## src/rtl/hazard_stall_ctrl.sv

```systemverilog
// Pipeline stall/flush sequencer for the 5-stage core.
// Turns load-use, memory-busy, redirect and halt events into per-stage
// write enables and flush/bubble controls. It also keeps a saturating
// stall-cycle counter and a sticky load-use protocol error flag.
module hazard_stall_ctrl #(
   parameter int unsigned STALL_CNT_W = 16
) (
   input  logic                   clk,
   input  logic                   rst,
   input  logic                   reg1_ldstall,
   input  logic                   reg2_ldstall,
   input  logic                   redirect_ex,
   input  logic                   dmem_busy,
   input  logic                   halt_wb,
   output logic                   pc_we,
   output logic                   pc_sel_redirect,
   output logic                   ifid_we,
   output logic                   ifid_flush,
   output logic                   idex_we,
   output logic                   idex_flush,
   output logic                   exmem_we,
   output logic                   exmem_bubble,
   output logic                   memwb_we,
   output logic                   halted,
   output logic [STALL_CNT_W-1:0] stall_cnt,
   output logic                   err_ldstall
);

   typedef enum logic [1:0] {
      ST_RUN     = 2'd0,
      ST_LDSTALL = 2'd1,
      ST_MEMWAIT = 2'd2,
      ST_HALT    = 2'd3
   } state_e;

   state_e                 state_q, state_d;
   logic [STALL_CNT_W-1:0] stall_cnt_q, stall_cnt_d;
   logic                   err_q, err_d;
   logic                   ld_use;

   assign ld_use = reg1_ldstall | reg2_ldstall;

   // Next-state and stage controls, from current state and event priority
   always_comb begin
      state_d         = state_q;
      pc_we           = 1'b0;
      pc_sel_redirect = 1'b0;
      ifid_we         = 1'b0;
      ifid_flush      = 1'b0;
      idex_we         = 1'b0;
      idex_flush      = 1'b0;
      exmem_we        = 1'b0;
      exmem_bubble    = 1'b0;
      memwb_we        = 1'b0;
      halted          = 1'b0;

      if (rst) begin
         state_d = ST_RUN;
      end else if (state_q == ST_HALT) begin
         // Frozen until reset; every input is ignored.
         halted = 1'b1;
      end else if (halt_wb) begin
         state_d = ST_HALT;
      end else if (dmem_busy) begin
         // Whole pipeline freezes while memory is busy.
         state_d = ST_MEMWAIT;
      end else if (ld_use && (state_q != ST_LDSTALL)) begin
         // Hold PC/IF/ID/EX, inject a bubble into EX/MEM. A concurrent
         // redirect is dropped: its operand is not valid yet.
         state_d      = ST_LDSTALL;
         exmem_we     = 1'b1;
         exmem_bubble = 1'b1;
         memwb_we     = 1'b1;
      end else if (redirect_ex) begin
         state_d         = ST_RUN;
         pc_we           = 1'b1;
         pc_sel_redirect = 1'b1;
         ifid_we         = 1'b1;
         ifid_flush      = 1'b1;
         idex_we         = 1'b1;
         idex_flush      = 1'b1;
         exmem_we        = 1'b1;
         memwb_we        = 1'b1;
      end else begin
         state_d  = ST_RUN;
         pc_we    = 1'b1;
         ifid_we  = 1'b1;
         idex_we  = 1'b1;
         exmem_we = 1'b1;
         memwb_we = 1'b1;
      end
   end

   // Stall counter (saturating) and sticky load-use error next values
   always_comb begin
      stall_cnt_d = stall_cnt_q;
      err_d       = err_q;
      if (!pc_we && (state_q != ST_HALT) && (stall_cnt_q != {STALL_CNT_W{1'b1}})) begin
         stall_cnt_d = stall_cnt_q + STALL_CNT_W'(1);
      end
      if ((state_q == ST_LDSTALL) && ld_use) begin
         err_d = 1'b1;
      end
   end

   // State and status registers with synchronous reset
   always_ff @(posedge clk) begin
      if (rst) begin
         state_q     <= ST_RUN;
         stall_cnt_q <= '0;
         err_q       <= 1'b0;
      end else begin
         state_q     <= state_d;
         stall_cnt_q <= stall_cnt_d;
         err_q       <= err_d;
      end
   end

   assign stall_cnt   = stall_cnt_q;
   assign err_ldstall = err_q;

endmodule
```

## config.mk

```make
export PLATFORM = sky130hd
export DESIGN_NAME = hazard_stall_ctrl
export DESIGN_NICKNAME = d
export VERILOG_FILES = /design/src/rtl/hazard_stall_ctrl.sv
export SDC_FILE = /design/constraint.sdc
export NUM_CORES = 1
export LEC_CHECK = 0
export BUFFER_PORTS_ARGS = -buffer_cell sky130_fd_sc_hd__buf_2
export CAP_MARGIN = 20
export CORE_UTILIZATION = 54
export DETAILED_ROUTE_END_ITERATION = 16
export GPL_TIMING_DRIVEN = 0
export PLACE_DENSITY = 0.94
export SKIP_LAST_GASP = 1
export SLEW_MARGIN = 20
export SYNTH_ARGS = -nofsm -noshare
export SYNTH_HDL_FRONTEND = slang
export SYNTH_SLANG_ARGS = --single-unit
```

## constraint.sdc

```tcl
create_clock -name clk -period 3.3 [get_ports clk]
set_clock_uncertainty 0.05 [all_clocks]
set_input_delay 0.33 -clock clk [delete_from_list [all_inputs] [get_ports clk]]
set_output_delay 0.33 -clock clk [all_outputs]
set_load 0.02 [all_outputs]
```

* Word level (Yosys, flattened, before mapping)
Cells that the tools add are included.
** Cells by class
- Eq/ne operators :: 5
- Multiplexer cells :: 25
- Add/sub/neg operators :: 1
- Bitwise gates (word level) :: 1
- Reductions and logical operators :: 5
** Operators with widths (number)
- $mux W1 :: 23
- $add A16 B1 Y16 const B :: 1
- $ne A16 B16 Y1 const B :: 1
- $logic_and A1 B1 Y1 :: 4
- $mux W2 :: 2
- $eq A2 B1 Y1 const B :: 1
- $eq A2 B2 Y1 const B :: 1
- $ne A2 B1 Y1 const B :: 1
- $ne A2 B2 Y1 const B :: 1
- $logic_not A1 Y1 :: 1
- $or A1 B1 Y1 :: 1
** Storage, ports and cells
- Register bits after elaboration :: 19
- Word-level logic and storage cells :: 40
- Output and inout port bits :: 27

* Logic depth before layout (Yosys ltp)
- Depth in word-level cells :: 10
- Gate-level depth with buffers :: 6

* Worst setup path after synthesis
No wires, ideal clock.
- Path type :: register to output
- Start :: register state_q[1]
- End :: output port ifid_flush
- Slack :: 1077 ps
- Arrival :: 1843 ps
- Path buffers :: 1
- Stages on the path, launching flop included :: 5
- Required time :: 2920 ps
- Cells stage by stage :: dfxtp_1 > a21oi_1 > nor3b_1 > and3_1 > buf_4
** Between the ends
- Word-level cells in the longest chain between the ends :: 7
** Ends and longest elaborated chain
- from (decl) :: RTL line 36 : state_e state_q, state_d;
- from (signal assigned) :: RTL line 113 : state_q <= state_d;
- $ne A2 B1 Y1 :: RTL line 67 : end else if (ld_use && (state_q != ST_LDSTALL)) begin
- $logic_and A1 B1 Y1 :: RTL line 67
- $mux W1 (3 in a row)
- $mux W1 * (2 in a row)
- to (decl) :: RTL line 18 : output logic ifid_flush,
Mark *: on every way between the ends. The rest lies on a longest branch, timed or not.

* Worst setup path in the final report
- Start :: register state_q[1]
- End :: output port pc_sel_redirect
** Between the ends
- Word-level cells in the longest chain between the ends :: 7
** Ends and longest elaborated chain
- $ne A2 B1 Y1 :: RTL line 67
- $logic_and A1 B1 Y1 :: RTL line 67
- $mux W1 :: RTL line 67
- $mux W1 :: RTL line 64 : end else if (dmem_busy) begin
- $mux W1 :: RTL line 62 : end else if (halt_wb) begin
- $mux W1 * :: RTL line 59 : end else if (state_q == ST_HALT) begin
- $mux W1 * :: RTL line 57 : if (rst) begin
- to (decl) :: RTL line 16 : output logic pc_sel_redirect,
Marked as above.

==> run metrics <==
status=complete, no violations; Placeable Area=0.00196 mm²; Logic pwr share=0.146; clk buf depth=2; internal cell power=308 µW; Hold Path Depth=3; TritonCTS clock tree=yes; Max Cap Violations=0; commonest cells after routing, fill and taps aside=buf_2 (33), dfxtp_1 (19), a21oi_1 (14), nand3_1 (10); clock root cell=clkbuf_4; DP HPWL=2110 µm; post-route setup slack=1.05 ns; Peak VDD IR=264 µV; CP Cell Sequence=a21oi_1, nor3b_1, and3_1, buf_4, buf_2; FILL cells=193; Hold Startpoint=dmem_busy; share of total power in sequential cells=0.570; post-CTS setup buffers=0; initial antenna violation count=0; layout net count=172; RSZ-0062 raised after global routing=no; Post-synth EDFFs=0; CTS Sinks=19; WP buf/inv=2; Min-Delay Path Class=input pin to flop; # diodes=0; clk_lat worst skew=0.31 ns; asr flop ratio synth=0; Max stage delay on crit path=0.41 ns; Pre-Repair DR Iteration Count=4; initial DRC count=32; H-tree levels=1; sequential share of the synthesized area=0.339; cts repair resizes=0; IO Pins=34; initial core utilization=0.572; Finished Layout Cells=190; pre-CTS WS=1.34 ns; r2r startpoint=stall_cnt[0]$_SDFFE_PP0P_; Core Rows=16; port bufs=33; Tot Pwr=427 µW; first-pass GRT wire length=4170 µm; Clk network pwr share=0.284; vias in the first global route=994; worst slew pin tran=0.542 ns; ratio of cells with drive above 1 in the final layout=0.344; sw power=119 µW; Die ar.=0.00226 mm²; CP Max Fanout=5; clock-pin slew on the worst setup and hold paths=0.10 ns; Final setup viols=0; CP required=2.92 ns; Ys Warns=0; number of synthesized register bits=19; final weighted congestion in routability-driven placement=0.857; Die Wd=47.6 µm; r2r worst-path depth=6; WHS Endpoint=state_q[1]$_SDFFE_PP0N_; Top delay family on crit path=simple AND/OR/NAND/NOR gates; largest net degree at the start of global routing=11; post-synthesis average cell area=8.91 µm²; Final Cycle Share=0.682; Worst path slowest cell=nor3b_1; synthesized netlist cell count=126; Routed WL=2780 µm; Power Density=317 mW/mm²; Crit. End Element=output pin; drt drc=0; mapped cell area=0.00112 mm²; global route overflow=0; placed cells=186; Setup Total Neg Slack=0 ns; Die Height=47.6 µm; Synth Net Count=134; Routed Antenna Nets=0; Critical Path Start Type=flop; Cell variety after synth=41; R2R Path End=stall_cnt[13]$_SDFFE_PP0P_; Final Core Density=0.687; Arrival @ worst endpoint=1.87 ns; commonest non-fill, non-tap cell in the layout=buf_2; final critical-path required period=2.25 ns; hold buffer count at cts=0; r2r setup slk=1.31 ns; via count=1126; Max Slew Vio Count=0; cts bufs inserted=3; vias per inst=5.93; fmax=0.445 GHz; Routed WL per cell=14.7 µm; Hold Violations, Final=0; Crit Path Class=flop to output pin; Most used DFF post-synth=dfxtp_1; GR Util All Layers=0.266; Sw Share=0.279; leakage=0.000621 µW; Area growth syn-to-layout=20.1%; Slew Limit Headroom=0.637
## tightest hold or removal path: cells and delay by family
kind / cells / cell delay (ns)
AOI/OAI and AO/OA: 1 / 0.06
buffers and inverters: 2 / 0.18
## area by class of cell
class | instances | area, µm² | share of cell area
clock buffer | 4 | 26.3 | 0.0195
timing repair buffer | 33 | 165 | 0.123
multi-input combinational | 96 | 667 | 0.495
buffer | 9 | 67.6 | 0.0501
sequential | 19 | 380 | 0.282
inverter | 2 | 7.51 | 0.00557
tap | 27 | 33.8 | 0.0251
## cells in the mapped netlist (2+ instances only)
library cell	n	area, µm²
or4_1	3	22.5
nor2_1	8	30.0
buf_6	2	22.5
xnor2_1	4	35.0
nor2b_1	2	12.5
nor4_1	2	12.5
o31ai_1	3	22.5
or3_1	4	25.0
inv_1	2	7.51
buf_4	5	37.5
dfxtp_1	19	380
nand3_1	10	50.1
nor4_4	2	42.5
nor3_1	2	10.0
nand2_1	4	15.0
o21ai_1	5	25.0
nand2_2	2	12.5
and2_1	2	12.5
nor3_2	2	20.0
a21oi_1	14	70.1
nand4_1	2	12.5
and3_1	8	50.1
## cells by family after synthesis
logic type | synth area share
adders and majority gates | 0.0111
xor gates and xnor gates | 0.0312
AOI/OAI and AO/OA | 0.146
muxes | 0.0100
DFF | 0.339
and+or+nand+nor | 0.396
buffers and inverters | 0.0669
## through the flow
| step | cell area, µm² | hold slack (ns) |
|---|---|---|
| after CTS | 1350 | 0.247 |
| after global routing | 1350 | 0.260 |
| final | 1350 | 0.254 |
| after detailed placement | 1320 | 0.421 |
| after floorplan | 1120 | 0.430 |
| after global placement | 1320 | 0.397 |
## routing by layer
metal	track usage	part of all wire	vias up	wire [µm]
met5	0	0	-	0
met1	0.301	0.41	529	1130
met4	0.183	0.031	0	85
li1	-	-	536	-
met3	0.0453	0.058	12	161
met2	0.455	0.50	49	1400
## sequential cells by signal, indices dropped and copies added, names as in the netlist
register	count
stall_cnt	16
state_q	2
err_ldstall	1
## worst max path at each step
stage / start / endpoint / slack (ns) / depth (start not counted)
2_1_floorplan: state_q[1]$_SDFFE_PP0N_ / ifid_flush / 1.08 / 4
3_3_place_gp: rst / halted / 1.37 / 5
3_5_place_dp: stall_cnt[0]$_SDFFE_PP0P_ / stall_cnt[13]$_SDFFE_PP0P_ / 1.34 / 6
4_1_cts: state_q[1]$_SDFFE_PP0N_ / pc_sel_redirect / 1.03 / 5
5_1_grt: state_q[1]$_SDFFE_PP0N_ / pc_sel_redirect / 0.87 / 5
6_report: state_q[1]$_SDFFE_PP0N_ / pc_sel_redirect / 1.05 / 5
## power by group through the flow
| stage | clock network, µW | logic [µW] | registers, µW |
|---|---|---|---|
| final | 121 | 62.3 | 243 |
| after global routing | 132 | 69.3 | 245 |
| after CTS | 123 | 62.5 | 243 |
| after detailed placement | 0 | 62.2 | 249 |
| after global placement | 0 | 59.6 | 248 |
| after floorplan | 0 | 36.9 | 253 |
Note: power is estimated with default switching activity, not from simulation.
